==> src/rtl/reorder_buffer_pkg.sv <==
// Shared types for the LC-3b Tomasulo reorder buffer.
//   lc3b_reg / lc3b_word / lc3b_rob_addr : basic field widths
//   cdb_t       : common data bus broadcast {valid, data, tag}
//   rob_entry_t : one reorder buffer slot
package reorder_buffer_pkg;

    localparam int ROB_DEPTH = 8;
    localparam int WORD_W    = 16;

    typedef logic [2:0]        lc3b_reg;
    typedef logic [WORD_W-1:0] lc3b_word;
    typedef logic [2:0]        lc3b_rob_addr;

    typedef struct packed {
        logic         valid;
        lc3b_word     data;
        lc3b_rob_addr tag;
    } cdb_t;

    typedef struct packed {
        logic     valid;
        logic     ready;
        logic     regwrite;
        lc3b_reg  dest;
        lc3b_word data;
        logic     mispredict;
        lc3b_word target;
    } rob_entry_t;

endpackage

==> src/rtl/rob_read_port.sv <==
// Single operand lookup into the reorder buffer with CDB bypass.
//   tag         : ROB tag being looked up
//   cdb         : current CDB broadcast
//   entry_*     : fields of the entry selected by tag
//   ready, data : operand availability and value
module rob_read_port
    import reorder_buffer_pkg::*;
(
    input  lc3b_rob_addr tag,
    input  cdb_t         cdb,
    input  logic         entry_valid,
    input  logic         entry_ready,
    input  lc3b_word     entry_data,
    output logic         ready,
    output lc3b_word     data
);

    // A broadcast this cycle wins over the stored copy so dispatch does not
    // miss a value that lands in the entry only at the next edge.
    always_comb begin
        ready = entry_valid & entry_ready;
        data  = entry_data;
        if (cdb.valid && (cdb.tag == tag)) begin
            ready = 1'b1;
            data  = cdb.data;
        end
    end

endmodule

==> src/rtl/reorder_buffer.sv <==
// 8-entry circular reorder buffer for the Tomasulo LC-3b core.
//   alloc_*      : in-order allocation from dispatch, alloc_tag = tail
//   cdb_in       : out-of-order result write-back
//   br_*         : branch resolution (mispredict flag and correct target)
//   rd_*_a/_b    : two operand lookups with CDB bypass
//   commit_*     : single in-order retirement from head
//   flush/flush_pc : squash and redirect when a mispredicted branch retires
//   full/empty   : occupancy status
module reorder_buffer
    import reorder_buffer_pkg::*;
(
    input  logic         clk,
    input  logic         rst,
    input  logic         alloc_valid,
    input  logic         alloc_regwrite,
    input  lc3b_reg      alloc_dest,
    input  logic         alloc_ready,
    output lc3b_rob_addr alloc_tag,
    output logic         full,
    output logic         empty,
    input  cdb_t         cdb_in,
    input  logic         br_valid,
    input  lc3b_rob_addr br_tag,
    input  logic         br_mispredict,
    input  lc3b_word     br_target,
    input  lc3b_rob_addr rd_tag_a,
    input  lc3b_rob_addr rd_tag_b,
    output logic         rd_ready_a,
    output logic         rd_ready_b,
    output lc3b_word     rd_data_a,
    output lc3b_word     rd_data_b,
    output logic         commit_valid,
    output logic         commit_regwrite,
    output lc3b_reg      commit_dest,
    output lc3b_word     commit_data,
    output lc3b_rob_addr commit_tag,
    output logic         flush,
    output lc3b_word     flush_pc
);

    rob_entry_t   entries_reg [ROB_DEPTH];
    lc3b_rob_addr head_reg;
    lc3b_rob_addr tail_reg;
    logic [3:0]   count_reg;
    logic [3:0]   count_next;

    logic       alloc_accept;
    logic       cdb_hit;
    logic       br_hit;
    rob_entry_t head_entry;
    rob_entry_t alloc_entry;

    assign head_entry = entries_reg[head_reg];

    assign full  = (count_reg == 4'd8);
    assign empty = (count_reg == 4'd0);
    assign alloc_tag = tail_reg;

    assign commit_valid    = head_entry.valid & head_entry.ready;
    assign commit_regwrite = head_entry.regwrite;
    assign commit_dest     = head_entry.dest;
    assign commit_data     = head_entry.data;
    assign commit_tag      = head_reg;

    assign flush    = commit_valid & head_entry.mispredict;
    assign flush_pc = head_entry.target;

    // A commit in the same cycle does not free a slot for a full ROB.
    assign alloc_accept = alloc_valid & ~full & ~flush;
    assign cdb_hit = cdb_in.valid & entries_reg[cdb_in.tag].valid & ~entries_reg[cdb_in.tag].ready;
    assign br_hit  = br_valid & entries_reg[br_tag].valid;

    always_comb begin
        alloc_entry            = '0;
        alloc_entry.valid      = 1'b1;
        alloc_entry.ready      = alloc_ready;
        alloc_entry.regwrite   = alloc_regwrite;
        alloc_entry.dest       = alloc_dest;
        alloc_entry.mispredict = 1'b0;
    end

    always_comb begin
        count_next = count_reg;
        if (alloc_accept && !commit_valid) begin
            count_next = count_reg + 4'd1;
        end else if (!alloc_accept && commit_valid) begin
            count_next = count_reg - 4'd1;
        end
    end

    // Alloc only targets the tail slot, which is invalid whenever alloc is
    // accepted, so it never collides with CDB/branch updates (those need a
    // valid entry). Branch and commit touch disjoint fields of the head.
    always_ff @(posedge clk) begin
        if (rst) begin
            head_reg  <= '0;
            tail_reg  <= '0;
            count_reg <= '0;
            for (int i = 0; i < ROB_DEPTH; i++) begin
                entries_reg[i] <= '0;
            end
        end else if (flush) begin
            head_reg  <= '0;
            tail_reg  <= '0;
            count_reg <= '0;
            for (int i = 0; i < ROB_DEPTH; i++) begin
                entries_reg[i].valid <= 1'b0;
            end
        end else begin
            if (cdb_hit) begin
                entries_reg[cdb_in.tag].data  <= cdb_in.data;
                entries_reg[cdb_in.tag].ready <= 1'b1;
            end
            if (br_hit) begin
                entries_reg[br_tag].ready      <= 1'b1;
                entries_reg[br_tag].mispredict <= br_mispredict;
                entries_reg[br_tag].target     <= br_target;
            end
            if (commit_valid) begin
                entries_reg[head_reg].valid <= 1'b0;
                head_reg <= head_reg + 3'd1;
            end
            if (alloc_accept) begin
                entries_reg[tail_reg] <= alloc_entry;
                tail_reg <= tail_reg + 3'd1;
            end
            count_reg <= count_next;
        end
    end

    // Two identical operand lookups.
    lc3b_rob_addr rd_tag_sel   [2];
    logic         rd_ready_sel [2];
    lc3b_word     rd_data_sel  [2];

    assign rd_tag_sel[0] = rd_tag_a;
    assign rd_tag_sel[1] = rd_tag_b;

    generate
        for (genvar gi = 0; gi < 2; gi++) begin : g_rd
            rob_read_port u_port (
                .tag         (rd_tag_sel[gi]),
                .cdb         (cdb_in),
                .entry_valid (entries_reg[rd_tag_sel[gi]].valid),
                .entry_ready (entries_reg[rd_tag_sel[gi]].ready),
                .entry_data  (entries_reg[rd_tag_sel[gi]].data),
                .ready       (rd_ready_sel[gi]),
                .data        (rd_data_sel[gi])
            );
        end
    endgenerate

    assign rd_ready_a = rd_ready_sel[0];
    assign rd_data_a  = rd_data_sel[0];
    assign rd_ready_b = rd_ready_sel[1];
    assign rd_data_b  = rd_data_sel[1];

endmodule
==> config.mk <==
export PLATFORM = sky130hd
export DESIGN_NAME = reorder_buffer
export DESIGN_NICKNAME = d
export VERILOG_FILES = /design/src/rtl/reorder_buffer_pkg.sv /design/src/rtl/rob_read_port.sv /design/src/rtl/reorder_buffer.sv
export SDC_FILE = /design/constraint.sdc
export NUM_CORES = 1
export LEC_CHECK = 0
export CAP_MARGIN = 10
export CORE_MARGIN = 10
export CORE_UTILIZATION = 60
export DETAILED_ROUTE_END_ITERATION = 8
export PLACE_DENSITY_LB_ADDON = 0.05
export SYNTH_ARGS = -nofsm -noshare
export SYNTH_HDL_FRONTEND = slang
export SYNTH_SLANG_ARGS = --single-unit
export TNS_END_PERCENT = 10
==> constraint.sdc <==
create_clock -name clk -period 4.25 [get_ports clk]
set_clock_uncertainty 0.1 [all_clocks]
set_input_delay 0.85 -clock clk [delete_from_list [all_inputs] [get_ports clk]]
set_output_delay 0.85 -clock clk [all_outputs]
set_load 0.01 [all_outputs]
==> results.py <==
metrics = {
    "power_and_ir_drop": {
        "pwr-share-clk_pct": 43.6,
        "finalPower_uw": 7590,
        "p_int_uw": 5600,
        "vdd_ir_drop_max_mv": 0.413,
        "netSwitchingFraction_pct": 26.1,
        "comb_power_share_pct": 13.5,
        "powerDensity_nw_per_um2": 352,
        "p_sw_uw": 1980,
        "p_seq_share_pct": 42.8,
        "p_leak_uw": 0.00773,
    },
    "final_layout": {
        "largest_reg_flops": 312,
        "drive_gt1_share_pct": 24.0,
        "n_fill_cell": 2336,
        "synthToLayoutAreaGrowth_pct": 16.6,
        "layout_commonest_cell": "dfxtp_1",
        "nets": 1968,
        "final_cell_mix": "dfxtp_1, a21oi_1, nand2_1, mux4_2, clkdlybuf4s50_1",
    },
    "floorplan": {
        "die_area_sq_um": 38200,
        "rows": 64,
        "fp.dieH_microns": 195,
        "ioPinCount": 135,
        "start_util_pct": 60.6,
        "die_w_microns": 195,
        "core_area_sq_um": 30500,
    },
    "critical_path": {
        "arrival_ns": 3.12,
        "cp.buffers_inverters": 2,
        "crit_cells": 5,
        "r2r_cells": 13,
        "crit_path_end_kind": "primary output",
        "path_cells": "mux4_2 -> mux2i_4 -> inv_2 -> nor2_1 -> clkdlybuf4s50_1",
        "critPathSlowestCell": "clkdlybuf4s50_1",
        "startpoint_type": "register",
        "rrSetupSlack_ns": 0.57,
        "crit_path_max_incr_delay_ns": 0.64,
        "crit_fanout": 14,
        "critical-path-top-delay-family": "buffers and inverters",
        "critical_path_class": "reg2out",
        "cp.required_ns": 3.30,
    },
    "clock_tree": {
        "htree_num_levels": 2,
        "numCtsBuffers": 37,
        "tritoncts": "yes",
        "cts.sinks": 325,
        "clockBufferDepth": 3,
        "clk-insertion-delay-late_ns": 0.54,
        "cts_setup_buffers": 0,
        "clock-root-buffer": "clkbuf_16",
        "holdBufCountCts": 0,
        "cts_resized": 0,
        "path_clk_slew_ns": 0.06,
    },
    "place": {
        "gp_congestion": 0.880,
        "hpwl_mm": 34.5,
        "numPortBuffers": 134,
    },
    "detailed_routing": {
        "drtIter0Drc": 1324,
        "via_per_inst": 6.42,
        "firstDrtPassIters": 5,
        "totalWireLength_mm": 54.8,
        "antenna_left": 0,
        "route.detailed.drc": 0,
        "wl_per_cell_microns": 23.5,
        "vias": 15000,
    },
    "global_routing": {
        "grt_pass1_vias": 15200,
        "gr-total-overflow": 0,
        "grtUsageTotal_pct": 28.2,
        "grt_start_max_net_pins": 86,
        "grt_pass1_wl_mm": 87.3,
        "grt_antenna_before_repair": 4,
    },
    "sta": {
        "setup_viol": 0,
        "period_needed_ns": 4.07,
        "maxSlewViolCount": 0,
        "slew_headroom_pct": 34.3,
        "max_freq_mhz": 245,
        "tightestPinTransition_ns": 0.986,
        "hold_viol_final": 0,
        "timing.hold.ws_ns": 0.383,
        "fin_setup_tns_ns": 0,
        "rsz0062_at_grt": "no",
        "min_period_over_period_pct": 95.9,
    },
    "min_path": {
        "hp-class": "reg2reg",
        "hold_depth": 2,
    },
    "logic_synthesis": {
        "syn_avg_cell_area_sq_um": 9.92,
        "postSynth.asyncResetShare_pct": 0,
        "syn_nets": 1924,
        "synth_seq_cells": 325,
        "synthFlopType": "dfxtp_1",
        "ys_warn_count": 0,
        "seq_area_frac_synth_pct": 36.9,
        "synth_area_sq_um": 18500,
        "synthCells": 1863,
        "synth-edff-count": 32,
        "synth.distinct_cells": 60,
    },
    "flow_run": {
        "max_cap_violations": 0,
    },
    "run_status": {
        "status": "finished clean",
    },
}
-- through the flow --
step	area [sq um]	util, %	setup slack (ns)	std cells
after floorplan	18500	-	0.698	1863
after global placement	20300	66.5	0.456	2264
after detailed placement	20300	66.5	0.420	2264
after CTS	21500	70.6	0.157	2330
after global routing	21500	70.6	0.0835	2332
final	21500	70.6	0.175	2334
-- power groups by stage --
| stage | Sequential [uW] | Clock (uW) | Combinational [uW] |
|---|---|---|---|
| floorplan | 3280 | 0 | 659 |
| global placement | 3310 | 0 | 1010 |
| detailed placement | 3320 | 0 | 1020 |
| CTS | 3250 | 3340 | 1030 |
| global route | 3260 | 3460 | 1110 |
| finish | 3250 | 3310 | 1030 |
-- synthesized netlist by cell type (26+ instances only) --
cell | number | area share [%]
dfxtp_1 | 293 | 32
edfxtp_1 | 32 | 5.2
and2_1 | 32 | 1.1
or3b_1 | 66 | 3.1
buf_2 | 48 | 1.3
mux4_2 | 142 | 17
buf_1 | 26 | 0.53
nor2_1 | 97 | 2.0
mux2_2 | 36 | 2.2
clkbuf_1 | 125 | 2.5
nor2b_1 | 59 | 2.0
nand2_1 | 247 | 5.0
nand3b_1 | 57 | 2.3
a21oi_1 | 257 | 7.0
mux2i_1 | 86 | 4.7
or3b_2 | 101 | 4.8
-- area by class of cell --
class,count,area (sq um),area share (%)
multi-input combinational,1328,11000,50.8
sequential,325,6840,31.7
timing repair buffer,208,1970,9.12
clock buffer,57,1110,5.16
tap,396,495,2.30
clock inverter,9,146,0.679
inverter,7,26.3,0.122
antenna,4,10.0,0.0465
-- kinds of logic after synthesis --
logic type | Yosys count | share of synthesized area (%)
flops | 325 | 36.9
buf+inv | 210 | 4.71
simple gates | 713 | 22.1
mux | 267 | 24.4
xor+xnor | 14 | 0.664
compound gates | 328 | 10.7
fa+ha+maj | 6 | 0.447
-- routing by layer --
layer  track usage (%)  wire (microns)
met4              9.50            1450
met1              36.9           22400
met3              5.84            4330
met5                 0               0
met2              45.6           26600
-- worst reg2reg max path, cell delays in order, from the launching register on --
cell and delay [ns]:
dfxtp_4 0.53, mux4_2 0.58, mux2i_4 0.18, buf_4 0.56, a21oi_1 0.24, ha_1 0.27, inv_1 0.12, ha_1 0.24
a21o_1 0.18, a21oi_1 0.17, xnor2_1 0.14, nor2_1 0.07, xnor2_1 0.13, nor2_1 0.05
-- final timing paths --
kind / from / to
worst max-delay path: register / flush
worst min-delay path: entries_reg[4][16]$_SDFFE_PP0P_ / entries_reg[4][16]$_SDFFE_PP0P_
worst max register to register: register / count_reg[3]$_SDFFE_PP0P_
worst min register to register: entries_reg[4][16]$_SDFFE_PP0P_ / entries_reg[4][16]$_SDFFE_PP0P_
Note: power is estimated with default switching activity, not from simulation.
